<file path="src/rtl/ili9341_pkg.sv">
// Shared types and constants for the ILI9341 power-up sequencer.
// Latency: n/a (types, constants and elaboration-time helpers only).
// Backpressure: n/a.
package ili9341_pkg;

    // Two-bit type field at the top of every ROM word.
    typedef enum logic [1:0] {
        ENT_CMD   = 2'b00,
        ENT_DATA  = 2'b01,
        ENT_DELAY = 2'b10,
        ENT_END   = 2'b11
    } entry_t;

    typedef enum logic [2:0] {
        ST_IDLE,
        ST_RST_LOW,
        ST_RST_WAIT,
        ST_FETCH,
        ST_DECODE,
        ST_SEND,
        ST_DELAY,
        ST_FINISH
    } state_t;

    localparam logic [7:0] CMD_SWRESET = 8'h01;
    localparam logic [7:0] CMD_SLPOUT  = 8'h11;
    localparam logic [7:0] CMD_DISPON  = 8'h29;
    localparam logic [7:0] CMD_MADCTL  = 8'h36;
    localparam logic [7:0] CMD_COLMOD  = 8'h3A;

    function automatic longint max2(input longint a, input longint b);
        return (a > b) ? a : b;
    endfunction

    // Number of bits needed to hold the value v.
    function automatic int bits_for(input longint v);
        for (int i = 1; i < 63; i++) begin
            if ((longint'(1) << i) > v) return i;
        end
        return 63;
    endfunction

endpackage

</file>
<file path="src/rtl/spi_tx_byte.sv">
// Write-only SPI (mode 0) byte serializer driving CS, D/C, SCLK and MOSI.
// Latency: CS falls the cycle after send; frame is (2*DW+2)*CLK_DIV cycles.
// Backpressure: send is only taken while tx_busy is low; tx_done marks the last CS-low cycle.
//
// Ports: clk, rst (async active-low); send/dc_in/byte_in start a frame;
// tx_done pulses in the final CS-low cycle (CS rises at the edge that ends it),
// tx_busy is high for the whole frame; cs_n/dc/sclk/mosi go to the panel.
module spi_tx_byte #(
    parameter int DW      = 8,
    parameter int CLK_DIV = 4
) (
    input  logic          clk,
    input  logic          rst,
    input  logic          send,
    input  logic          dc_in,
    input  logic [DW-1:0] byte_in,
    output logic          tx_done,
    output logic          tx_busy,
    output logic          cs_n,
    output logic          dc,
    output logic          sclk,
    output logic          mosi
);

    // Frame = 2*DW+2 half-periods: a low setup half, DW high/low SCLK pairs,
    // and a trailing low hold half before CS is released.
    localparam int HALVES = 2 * DW + 2;
    localparam int HW     = $clog2(HALVES);
    localparam int DVW    = (CLK_DIV > 1) ? $clog2(CLK_DIV) : 1;

    logic           active;
    logic [DVW-1:0] div;
    logic [HW-1:0]  half;
    logic [HW-1:0]  half_n;
    logic [DW-1:0]  shreg;
    logic           half_end;

    assign half_n   = half + HW'(1);
    assign half_end = active && (div == DVW'(CLK_DIV - 1));
    assign tx_done  = half_end && (half == HW'(HALVES - 1));
    assign tx_busy  = active;

    always_ff @(posedge clk or negedge rst) begin
        if (!rst) begin
            active <= 1'b0;
            div    <= '0;
            half   <= '0;
            shreg  <= '0;
            cs_n   <= 1'b1;
            dc     <= 1'b0;
            sclk   <= 1'b0;
            mosi   <= 1'b0;
        end else if (!active) begin
            if (send) begin
                active <= 1'b1;
                cs_n   <= 1'b0;
                dc     <= dc_in;
                shreg  <= byte_in;
                mosi   <= byte_in[DW-1];
                div    <= '0;
                half   <= '0;
                sclk   <= 1'b0;
            end
        end else if (!half_end) begin
            div <= div + DVW'(1);
        end else begin
            div <= '0;
            if (tx_done) begin
                active <= 1'b0;
                cs_n   <= 1'b1;
                mosi   <= 1'b0;
                half   <= '0;
            end else begin
                half <= half_n;
                // Odd halves below 2*DW are the SCLK high phases.
                sclk <= half_n[0] && (half_n < HW'(2 * DW));
                // Advance MOSI only on falling edges that still have a bit to follow,
                // so the last bit is held through its high phase and the hold half.
                if (!half_n[0] && (half_n < HW'(2 * DW))) begin
                    shreg <= shreg << 1;
                    mosi  <= shreg[DW-2];
                end
            end
        end
    end

endmodule

</file>
<file path="src/rtl/ili9341_init_seq.sv">
// ILI9341 power-up sequencer: reset pulse, wake wait, then replays a command ROM over SPI.
// Latency: first CS fall 1+RST_LOW_CYC+RST_WAIT_CYC+2 cycles after start; 2 cycles fetch/decode per entry.
// Backpressure: start is ignored while busy; SPI bus belongs to downstream only once done is high.
//
// Ports: clk, rst (async active-low), start (1-cycle pulse); rom_addr/rom_data
// form a 1-cycle-latency ROM read port with words {type[1:0], payload[DW-1:0]};
// lcd_rst_n/lcd_cs_n/lcd_dc/lcd_sclk/lcd_mosi drive the panel; busy, done report progress.
module ili9341_init_seq
    import ili9341_pkg::*;
#(
    parameter int DW           = 8,
    parameter int AW           = 6,
    parameter int CLK_DIV      = 4,
    parameter int RST_LOW_CYC  = 1000,
    parameter int RST_WAIT_CYC = 1_500_000,
    parameter int DLY_UNIT     = 100_000
) (
    input  logic          clk,
    input  logic          rst,
    input  logic          start,
    output logic [AW-1:0] rom_addr,
    input  logic [DW+1:0] rom_data,
    output logic          lcd_rst_n,
    output logic          lcd_cs_n,
    output logic          lcd_dc,
    output logic          lcd_sclk,
    output logic          lcd_mosi,
    output logic          busy,
    output logic          done
);

    // One down-counter serves the reset pulse, the wake wait and DELAY entries.
    localparam longint CNT_MAX = max2(max2(longint'(RST_WAIT_CYC), longint'(RST_LOW_CYC)),
                                      longint'(255) * longint'(DLY_UNIT));
    localparam int     CW      = bits_for(CNT_MAX);
    typedef logic [CW-1:0] cnt_t;

    state_t        state, state_nxt;
    cnt_t          cnt, cnt_nxt;
    logic [AW-1:0] addr_nxt;
    logic          busy_nxt, done_nxt;

    entry_t        ent;
    logic [DW-1:0] payload;
    logic          addr_last;
    state_t        adv_state;
    logic [AW-1:0] adv_addr;

    logic          send;
    logic          tx_done;
    logic          tx_busy;

    assign ent       = entry_t'(rom_data[DW+1:DW]);
    assign payload   = rom_data[DW-1:0];
    // Stepping past the last ROM slot would wrap to 0; finish instead.
    assign addr_last = &rom_addr;
    assign adv_state = addr_last ? ST_FINISH : ST_FETCH;
    assign adv_addr  = addr_last ? rom_addr : rom_addr + AW'(1);

    always_comb begin
        state_nxt = state;
        cnt_nxt   = (cnt != '0) ? cnt - cnt_t'(1) : cnt;
        addr_nxt  = rom_addr;
        busy_nxt  = busy;
        done_nxt  = done;
        send      = 1'b0;
        case (state)
            ST_IDLE: begin
                if (start) begin
                    state_nxt = ST_RST_LOW;
                    cnt_nxt   = cnt_t'(RST_LOW_CYC - 1);
                    addr_nxt  = '0;
                    busy_nxt  = 1'b1;
                    done_nxt  = 1'b0;
                end
            end
            ST_RST_LOW: begin
                if (cnt == '0) begin
                    state_nxt = ST_RST_WAIT;
                    cnt_nxt   = cnt_t'(RST_WAIT_CYC - 1);
                end
            end
            ST_RST_WAIT: begin
                if (cnt == '0) begin
                    state_nxt = ST_FETCH;
                    addr_nxt  = '0;
                end
            end
            ST_FETCH: state_nxt = ST_DECODE;
            ST_DECODE: begin
                // rom_data is valid here: the address was held through FETCH.
                case (ent)
                    ENT_CMD, ENT_DATA: begin
                        if (!tx_busy) begin
                            send      = 1'b1;
                            state_nxt = ST_SEND;
                        end
                    end
                    ENT_DELAY: begin
                        if (payload == '0) begin
                            state_nxt = adv_state;
                            addr_nxt  = adv_addr;
                        end else begin
                            cnt_nxt   = cnt_t'(payload) * cnt_t'(DLY_UNIT) - cnt_t'(1);
                            state_nxt = ST_DELAY;
                        end
                    end
                    default: state_nxt = ST_FINISH;
                endcase
            end
            ST_SEND: begin
                // tx_done is the final CS-low cycle, so FETCH lines up with CS rising.
                if (tx_done) begin
                    state_nxt = adv_state;
                    addr_nxt  = adv_addr;
                end
            end
            ST_DELAY: begin
                if (cnt == '0) begin
                    state_nxt = adv_state;
                    addr_nxt  = adv_addr;
                end
            end
            ST_FINISH: begin
                state_nxt = ST_IDLE;
                busy_nxt  = 1'b0;
                done_nxt  = 1'b1;
            end
            default: state_nxt = ST_IDLE;
        endcase
    end

    always_ff @(posedge clk or negedge rst) begin
        if (!rst) begin
            state     <= ST_IDLE;
            cnt       <= '0;
            rom_addr  <= '0;
            busy      <= 1'b0;
            done      <= 1'b0;
            lcd_rst_n <= 1'b1;
        end else begin
            state     <= state_nxt;
            cnt       <= cnt_nxt;
            rom_addr  <= addr_nxt;
            busy      <= busy_nxt;
            done      <= done_nxt;
            // Registered so RESX is low exactly for the cycles spent in RST_LOW.
            lcd_rst_n <= (state_nxt != ST_RST_LOW);
        end
    end

    spi_tx_byte #(
        .DW      (DW),
        .CLK_DIV (CLK_DIV)
    ) u_tx (
        .clk     (clk),
        .rst     (rst),
        .send    (send),
        .dc_in   (ent == ENT_DATA),
        .byte_in (payload),
        .tx_done (tx_done),
        .tx_busy (tx_busy),
        .cs_n    (lcd_cs_n),
        .dc      (lcd_dc),
        .sclk    (lcd_sclk),
        .mosi    (lcd_mosi)
    );

endmodule

</file>
<file path="config.mk">
export PLATFORM = sky130hd
export DESIGN_NAME = ili9341_init_seq
export DESIGN_NICKNAME = d
export VERILOG_FILES = /design/src/rtl/ili9341_pkg.sv /design/src/rtl/spi_tx_byte.sv /design/src/rtl/ili9341_init_seq.sv
export SDC_FILE = /design/constraint.sdc
export NUM_CORES = 1
export LEC_CHECK = 0
export ABC_AREA = 1
export BUFFER_PORTS_ARGS = -buffer_cell sky130_fd_sc_hd__buf_2
export CELL_PAD_IN_SITES_DETAIL_PLACEMENT = 0
export CELL_PAD_IN_SITES_GLOBAL_PLACEMENT = 1
export CORE_MARGIN = 8
export CORE_UTILIZATION = 24
export CTS_CLUSTER_DIAMETER = 80
export CTS_CLUSTER_SIZE = 14
export DETAILED_ROUTE_END_ITERATION = 16
export PLACE_DENSITY = 0.58
export REMOVE_ABC_BUFFERS = 1
export SLEW_MARGIN = 20
export SYNTH_ARGS = -nofsm -noshare
export SYNTH_HDL_FRONTEND = slang
export SYNTH_HIERARCHICAL = 1
export SYNTH_SLANG_ARGS = --single-unit
export TNS_END_PERCENT = 10
</file>
<file path="constraint.sdc">
create_clock -name clk -period 4.9 [get_ports clk]
set_clock_uncertainty 0.05 [all_clocks]
set_input_delay 0.735 -clock clk [delete_from_list [all_inputs] [get_ports clk]]
set_output_delay 0.735 -clock clk [all_outputs]
set_load 0.02 [all_outputs]
</file>
* Word-level counts from Yosys, hierarchy flattened
Index checks and enable logic that the tools add are counted.
** Storage, ports and cells
- Logic and storage cells :: 127
- Input port bits :: 13
- Bits in registers :: 56
- Output and inout bits :: 13
** Cells by class
- $mul :: 1
- $lt $le $gt $ge :: 1
- Equality and inequality tests :: 23
- Add/sub/neg operators :: 5
- Mux-type cells :: 59
- Reduce and logical (&&, ||, !) cells :: 23
- Bitwise operators :: 1
** Operators with widths (number)
- 25-bit 2-to-1 mux :: 5
- 25-bit one-hot mux with 3 select lines :: 1
- 25-bit by 1-bit subtractor with 25-bit output, second input constant :: 2
- 6-bit 2-to-1 mux :: 7
- 7-bit 2-to-1 mux :: 5
- 6-bit one-hot mux with 5 select lines :: 1
- 25-bit logical NOT :: 1
- 25-bit nonzero test :: 1
- 3-bit 2-to-1 mux :: 8
- 3-bit one-hot mux with 8 select lines :: 1
- 1-bit 2-to-1 mux :: 21
- 8-bit by 12-bit multiplier with 20-bit output, second input constant :: 1
- 5-bit 2-to-1 mux :: 4
- 2-bit inequality test, second input constant :: 10
- 3-bit == test, second input constant :: 4
- 3-bit AND reduction :: 3
- 8-bit logical NOT :: 1
- 7-bit AND reduction :: 1
- 6-bit by 1-bit adder with 6-bit output, second input constant :: 1
- 3-bit by 2-bit == test with 1-bit output, second input constant :: 2
- 2-bit 2-to-1 mux :: 3
- 3-bit one-hot mux with 2 select lines :: 1
- 2-bit AND reduction :: 3
- 6-bit AND reduction :: 1
- other kinds (19) :: 25

* Depth between registers and ports, before layout
Gate-level depths: netlist (run 1).
- Depth after elaboration :: 7
- Mapped depth :: 23
- Gate-level depth less buffers :: 23

* By module
The synthesis (run 1) kept the hierarchy.
** Modules (own cells, without submodules)
- ili9341_init_seq :: cells each 695, seq. area each 927.1 um^2, area an instance 4760.8 um^2, times used 1
- spi_tx_byte :: cells each 125, seq. area each 476.7 um^2, area an instance 1004.7 um^2, times used 1

* Worst setup path before layout (run 1)
OpenSTA, ideal clock, no wires.
- Kind :: input port to flip-flop
- Start point :: input rom_data[2]
- End point :: register cnt[24]
- Cell stages on the path :: 20
- Arrival :: 3853 ps
- Path slack :: 877 ps
- Setup time :: 120 ps
- Cells stage by stage :: ha_1 -> ha_1 -> inv_1 -> fa_1 -> inv_1 -> fa_1 -> ha_1 -> buf_6 -> xnor2_2 -> nand3_1 -> nor2_2 -> nand3_2 -> nor2_4 -> nand2_1 -> nor2_1 -> nand2_1 -> nand2_1 -> nand3_1 -> nand2_1 -> nand2_1
** On the way
- Word-level cells in the longest chain between the ends :: 5
- Elaborated cells on any way between the ends :: 6
- Those cells by class :: 1 x add/sub; 1 x mul; 3 x mux; 1 x reduce/logical
** Ends and longest elaborated chain
- start: declaration :: line ili9341_init_seq.sv:22 : input logic [DW+1:0] rom_data,
- 8-bit by 12-bit multiplier with 20-bit output :: line ili9341_init_seq.sv:104 : cnt_nxt = cnt_t'(payload) * cnt_t'(DLY_UNIT) - cnt_t'(1);
- 25-bit by 1-bit subtractor with 25-bit output :: line ili9341_init_seq.sv:104
- 25-bit 2-to-1 mux * :: line ili9341_init_seq.sv:100 : if (payload == '0) begin
- 25-bit 2-to-1 mux * :: line ili9341_init_seq.sv:92 : case (ent)
- 25-bit one-hot mux with 3 select lines * :: line ili9341_init_seq.sv:67 : case (state)
- named net cnt_nxt[24] :: line ili9341_init_seq.sv:39 : cnt_t cnt, cnt_nxt;
- end signal: assignment :: line ili9341_init_seq.sv:143 : cnt <= cnt_nxt;
- end: declaration :: line ili9341_init_seq.sv:39
The timed path passes the listed nets; every way through them passes the cells marked *.
A chain may end at the register's enable or synchronous reset.

* Worst setup path after layout (run 1)
- Start point :: input rom_data[6]
- End point :: register cnt[24]
Same word-level chain as after synthesis.

==> results.md, run 1 <==
- Die Area: 29240 µm²
- Detailed placer's ending HPWL: 13.17 mm
- Cell Area, Placed: 6248 µm²
- CORE AREA: 23540 µm²
- Drt first pass iters: 7
- Setup CP Type: in2reg
- First-pass GRT wire length: 26.25 mm
- DR WL/cell: 13.60 µm
- Pwr per Cell Area: 507.1 nW/µm²
- Setup Slack @ Placement: 272.7 ps
- Antenna cell count: 0
- Cell mode on critical path: nand2_1
- WL final: 15.87 mm
- Commonest non-fill, non-tap cells in the layout: 212 x nand2_1, 127 x inv_1, 66 x nor2_1, 65 x nand3_1, 63 x ha_1
- Post-CTS Setup Inserts: 0
- Final worst path period need: 4258 ps
- CP required: 5040 ps
- Final Hold Fails: 0
- Inst Count DP: 1159
- Post-CTS Hold Fix Bufs: 0
- Syn. warnings: 6
- CP endpoint kind: flop
- Startpoint Class: primary input
- Power Total: 3.267 mW
- Pins Over Slew Limit: 0
- Setup slack after layout: 641.7 ps
- Post-DR vias/cell: 4.341
- Die X: 171.0 µm
- CTS tree: built
- Clock Pin Slew Worst Setup and Hold Paths: 70 ps
- Number of synthesized register bits: 56
- Largest net degree at the start of global routing: 42
- Num ports: 26
- Maxcap violations: 0
- Max Clock Freq: 234.8 MHz
- Via count: 5066
- Most common cell after layout, fill and taps aside: nand2_1
- Die Ht: 171.0 µm
- FP Rows: 56
- Leak pwr: 3.372 nW
- Slew @ Worst Pin: 576.6 ps
- Slew HR: 61.56%
- Setup_tns: 0 ps
- Status: complete, no violations
- Post-synth EDFFs: 0
- Ratio of cells with drive above 1 in the final layout: 12.38%
- Number of port buffers: 25
- Max VDD drop: 0.0001727 V
- Avg Inst Size Synth: 7.031 µm²
- Mapped cell area: 5766 µm²
- Antenna violations before repair: 0
- Worst-path maximum fanout: 6
- Clk_lat worst skew: 310 ps
- Predominant post-synthesis flop cell: dfrtp_1
- Clk sinks: 56
- Final setup violation count: 0
- Critical Path, Cell by Cell: buf_2, inv_1, ha_1, ha_1, inv_1, fa_1, inv_1, fa_1, ha_1, nand2_1, nor2_1, nand3_1, nand3_1, nand2_1, nand2_1, nand3_1, nor2_2, nand2_1, nand2_1, nand3_1, nand2_1, nand2_1
- Num CTS Buffers: 5
- Post-synthesis sequential area ratio: 24.35%
- Syn Inst Count: 820
- RSZ-0062 raised after global routing: false
- GRT Overall Usage: 11.29%
- WP data arrival: 4400 ps
- Post-synthesis async set-or-reset flop share: 100.0%
- Slowest-stage cell, CP: fa_1
- Nets: 935
- H-tree levels: 2
- Worst Hold Class: in2async
- Maximum clock path buffer count: 2
- Vias in the first global route: 5019
- Post-CTS Resized: 0
- Placer Congestion: 0.8470
- Root Buffer: clkbuf_16
- Grt total ovfl: 0
- Iteration-0 DRC count of the detailed router: 317
- Initial core utilization: 24.49%
- Worst path max stage delay: 500 ps
- Non-Filler Instances: 1167
- Final period utilization: 86.90%
- Unique masters post-synth: 49
- Final instance area: 6442 µm²
- P&R area growth vs syn: 11.74%
- Remaining DRCs: 0
- Final ANT Viol Nets: 0
==> layer usage <==
metal	GRT usage, %	share of wire (%)	vias up
li1	-	-	2695
met1	15.55	50	2291
met2	17.89	45	64
met3	1.659	2.9	16
met4	3.478	1.8	0
met5	0	0	-
==> worst max-delay path, delay by kind of cell <==
family        cells  cell delay (ps)
fa+ha+maj         5             1940
simple gates     13             1350
buf+inv           4              370
==> state kept, by name, indices dropped and copies added (netlist names) <==
name and flops:
u_tx/mosi 1, u_tx/tx_busy 1, rom_addr 6, u_tx/sclk 1, lcd_rst_n 1, u_tx/cs_n 1, u_tx/half 5, cnt 25
u_tx/div 2, state 3, busy 1, u_tx/shreg 7, done 1, u_tx/dc 1
==> metrics by stage <==
stage,util [%],hold slack [ps]
final,27.37,302.8
after global routing,27.37,325.8
after CTS,27.37,317.8
after detailed placement,26.54,404.4
after global placement,26.54,403.8
after floorplan,-,389.4
==> final cells by class <==
cell class / count / area, µm²
Multi-Input combinational cell: 619 / 3784
Timing Repair Buffer: 28 / 147.6
Clock inverter: 3 / 68.82
Clock buffer: 5 / 125.1
Tap cell: 319 / 399.1
Inverter: 137 / 514.2
Fill cell: 2661 / 17100
Sequential cell: 56 / 1404
==> power breakdown <==
group          total [mW]  switching [mW]  internal, mW  leakage [nW]
registers           0.820           0.165         0.655         0.708
logic                1.97            1.31         0.664          2.57
clock network       0.477           0.182         0.295        0.0944
total                3.27            1.65          1.61          3.37
==> cells by family after synthesis <==
kind of cell | count (synthesis) | synth area share, %
AO/OA/AOI/OAI | 92 | 9.397
XOR/XNOR | 24 | 3.776
adder cells (fa/ha/maj) | 75 | 17.84
buffers and inverters | 145 | 10.03
flip-flops | 56 | 24.35
multiplexers | 1 | 0.1953
AND/OR/NAND/NOR | 427 | 34.42
==> worst paths after layout <==
kind	startpoint	endpoint	slack [ps]	cells after the start
max	rom_data[6]	cnt[24]$_DFF_PN0_	640	22
min	rst	cnt[16]$_DFF_PN0_	300	1
max reg2reg	cnt[0]$_DFF_PN0_	cnt[16]$_DFF_PN0_	2500	11
min reg2reg	u_tx/cs_n$_DFFE_PN1P_	u_tx/cs_n$_DFFE_PN1P_	410	2
max in group asynchronous	rst	u_tx/half[3]$_DFFE_PN0P_	3570	2
min in group clk	u_tx/cs_n$_DFFE_PN1P_	u_tx/cs_n$_DFFE_PN1P_	410	2
==> cells in the mapped netlist (all sizes together), types with 3 or more instances <==
cell type | number | area [µm²]
nor2 | 83 | 384.1
fa | 12 | 240.2
dfrtp | 54 | 1351
nor3 | 11 | 76.33
buf | 8 | 63.80
xor2 | 15 | 131.4
xnor2 | 9 | 86.34
ha | 63 | 788.3
o211ai | 3 | 22.52
nand3 | 70 | 375.4
clkinv | 3 | 11.26
a21oi | 26 | 145.2
nand2 | 239 | 989.7
o22ai | 7 | 43.79
o21ai | 40 | 204.0
inv | 134 | 503.0
o21bai | 4 | 30.03
nand4 | 16 | 106.4
No activity file was read; power rests on OpenSTA's default activity.
==> inputs of run 2 (changes only) <==
Settings changed: CORE_ASPECT_RATIO from default to 1.25.
==> results.md, run 2 (synthesis gave the netlist of run 1 again) <==
- Number of port buffers: 25
- Crit path max-delay family: adder cells
- Inst Count DP: 1130
- Die Area: 29270 µm²
- Clock Pin Slew Worst Setup and Hold Paths: 80 ps
- Pins Over Slew Limit: 0
- WL final: 15.89 mm
- Root Buffer: clkbuf_16
- Post-DR vias/cell: 4.485
- Setup slack after layout: 538.7 ps
- Ratio of cells with drive above 1 in the final layout: 12.06%
- Via count: 5104
- Max reg flops: 25
- Fillers: 2690
- Worst path max stage delay: 490 ps
- Status: complete, no violations
- Num ports: 26
- Cell mode on critical path: nand2_1
- CP required: 5020 ps
- Non-Filler Instances: 1138
- Post-CTS Setup Inserts: 0
- CTS tree: built
- Num CTS Buffers: 5
- Clk sinks: 56
- Placer Congestion: 0.8334
- Nets: 933
- Max VDD drop: 0.0001429 V
- Die Ht: 189.3 µm
- Iteration-0 DRC count of the detailed router: 286
- Post-CTS Hold Fix Bufs: 0
- Die X: 154.6 µm
- P&R area growth vs syn: 10.05%
- WP buf/inv: 4
- Antenna cell count: 0
- First-pass GRT wire length: 26.36 mm
- Remaining DRCs: 0
- Most common cell after layout, fill and taps aside: nand2_1
- Slew HR: 44.41%
- H-tree levels: 2
- WP data arrival: 4490 ps
- Biggest register: cnt
- Multi-input combinational cell area: 3784 µm²
- Final ANT Viol Nets: 0
- Final Hold Fails: 0
- Final setup violation count: 0
- Pwr per Cell Area: 495.9 nW/µm²
- Vias in the first global route: 5169
- Detailed placer's ending HPWL: 13.26 mm
- Antenna violations before repair: 0
- Clk_lat worst skew: 300 ps
- Startpoint Class: primary input
- Maxcap violations: 0
- Post-CTS Resized: 0
- Storage element area: 1404 µm²
- FP Rows: 63
- Worst Hold Class: reg2reg
- RSZ-0062 raised after global routing: false
- Critical Path, Cell by Cell: buf_2, inv_1, ha_1, ha_1, inv_1, fa_1, inv_1, fa_1, ha_1, nand2_1, nor2_1, nand3_1, nand3_1, nand2_1, nand3_1, nand2_1, nor2_1, nand2_1, nand2_1, nand3_1, nand2_1, nand2_1
- Largest net degree at the start of global routing: 57
- Commonest non-fill, non-tap cells in the layout: 212 x nand2_1, 127 x inv_1, 66 x nor2_1, 65 x nand3_1, 63 x ha_1
- DR WL/cell: 13.97 µm
- Grt total ovfl: 0
- Max Clock Freq: 229.3 MHz
- Setup_tns: 0 ps
- Leak pwr: 3.336 nW
- Maximum clock path buffer count: 2
- Setup CP Type: in2reg
- Setup Slack @ Placement: 194.2 ps
- Worst-path maximum fanout: 6
- Final worst path period need: 4361 ps
- GRT Overall Usage: 11.15%
- CORE AREA: 23650 µm²
- Slowest-stage cell, CP: fa_1
- Slew @ Worst Pin: 833.8 ps
- Drt first pass iters: 5
- Final period utilization: 89.01%
- Largest regs: cnt (25), u_tx/shreg (7), rom_addr (6)
- Worst Hold Slack: 410.7 ps
- Initial core utilization: 24.38%
- CP endpoint kind: flop
## run 2: per-layer routing
layer  GRT usage (%)  wire [µm]
met1           13.39       7242
met3           1.163        211
met2           20.54       8199
met4           3.134        240
met5               0          0
## run 2: power by group
| group | internal (mW) | total [mW] | leakage, nW | switching [mW] |
|---|---|---|---|---|
| clock network | 0.192 | 0.372 | 0.0671 | 0.181 |
| registers | 0.654 | 0.840 | 0.708 | 0.185 |
| logic | 0.660 | 1.93 | 2.56 | 1.27 |
## run 2: through the flow
step | cell area [µm²] | utilization (%) | total power, mW
finish | 6345 | 26.83 | 3.146
global route | 6345 | 26.83 | 3.498
CTS | 6345 | 26.83 | 3.188
detailed placement | 6200 | 26.22 | 2.797
global placement | 6200 | 26.22 | 2.813
floorplan | 5702 | - | 2.300
## run 2: area by class of cell
type	count	share of cell area [%]
multi-input cells	619	59.63
flip-flops and latches	56	22.13
inverters	137	8.105
well taps	292	5.758
repair buffers	26	2.090
clock buffers	6	2.031
clock inverters	2	0.2564
## run 2: final timing paths
kind / start / endpoint / slack, ps / cells past startpoint
max: rom_data[6] / cnt[24]$_DFF_PN0_ / 540 / 22
min: u_tx/cs_n$_DFFE_PN1P_ / u_tx/cs_n$_DFFE_PN1P_ / 410 / 2
min reg2reg: u_tx/cs_n$_DFFE_PN1P_ / u_tx/cs_n$_DFFE_PN1P_ / 410 / 2
max reg2reg: u_tx/tx_busy$_DFF_PN0_ / rom_addr[5]$_DFFE_PN0P_ / 2420 / 13
min in group asynchronous: rst / rom_addr[2]$_DFFE_PN0P_ / 530 / 2
max in group asynchronous: rst / cnt[21]$_DFF_PN0_ / 3760 / 2
## run 2: worst min-delay path, delay by kind of cell, from the launching register on
| kind | cells | cell delay (ps) |
|---|---|---|
| simple gates | 2 | 90 |
| flops | 1 | 370 |
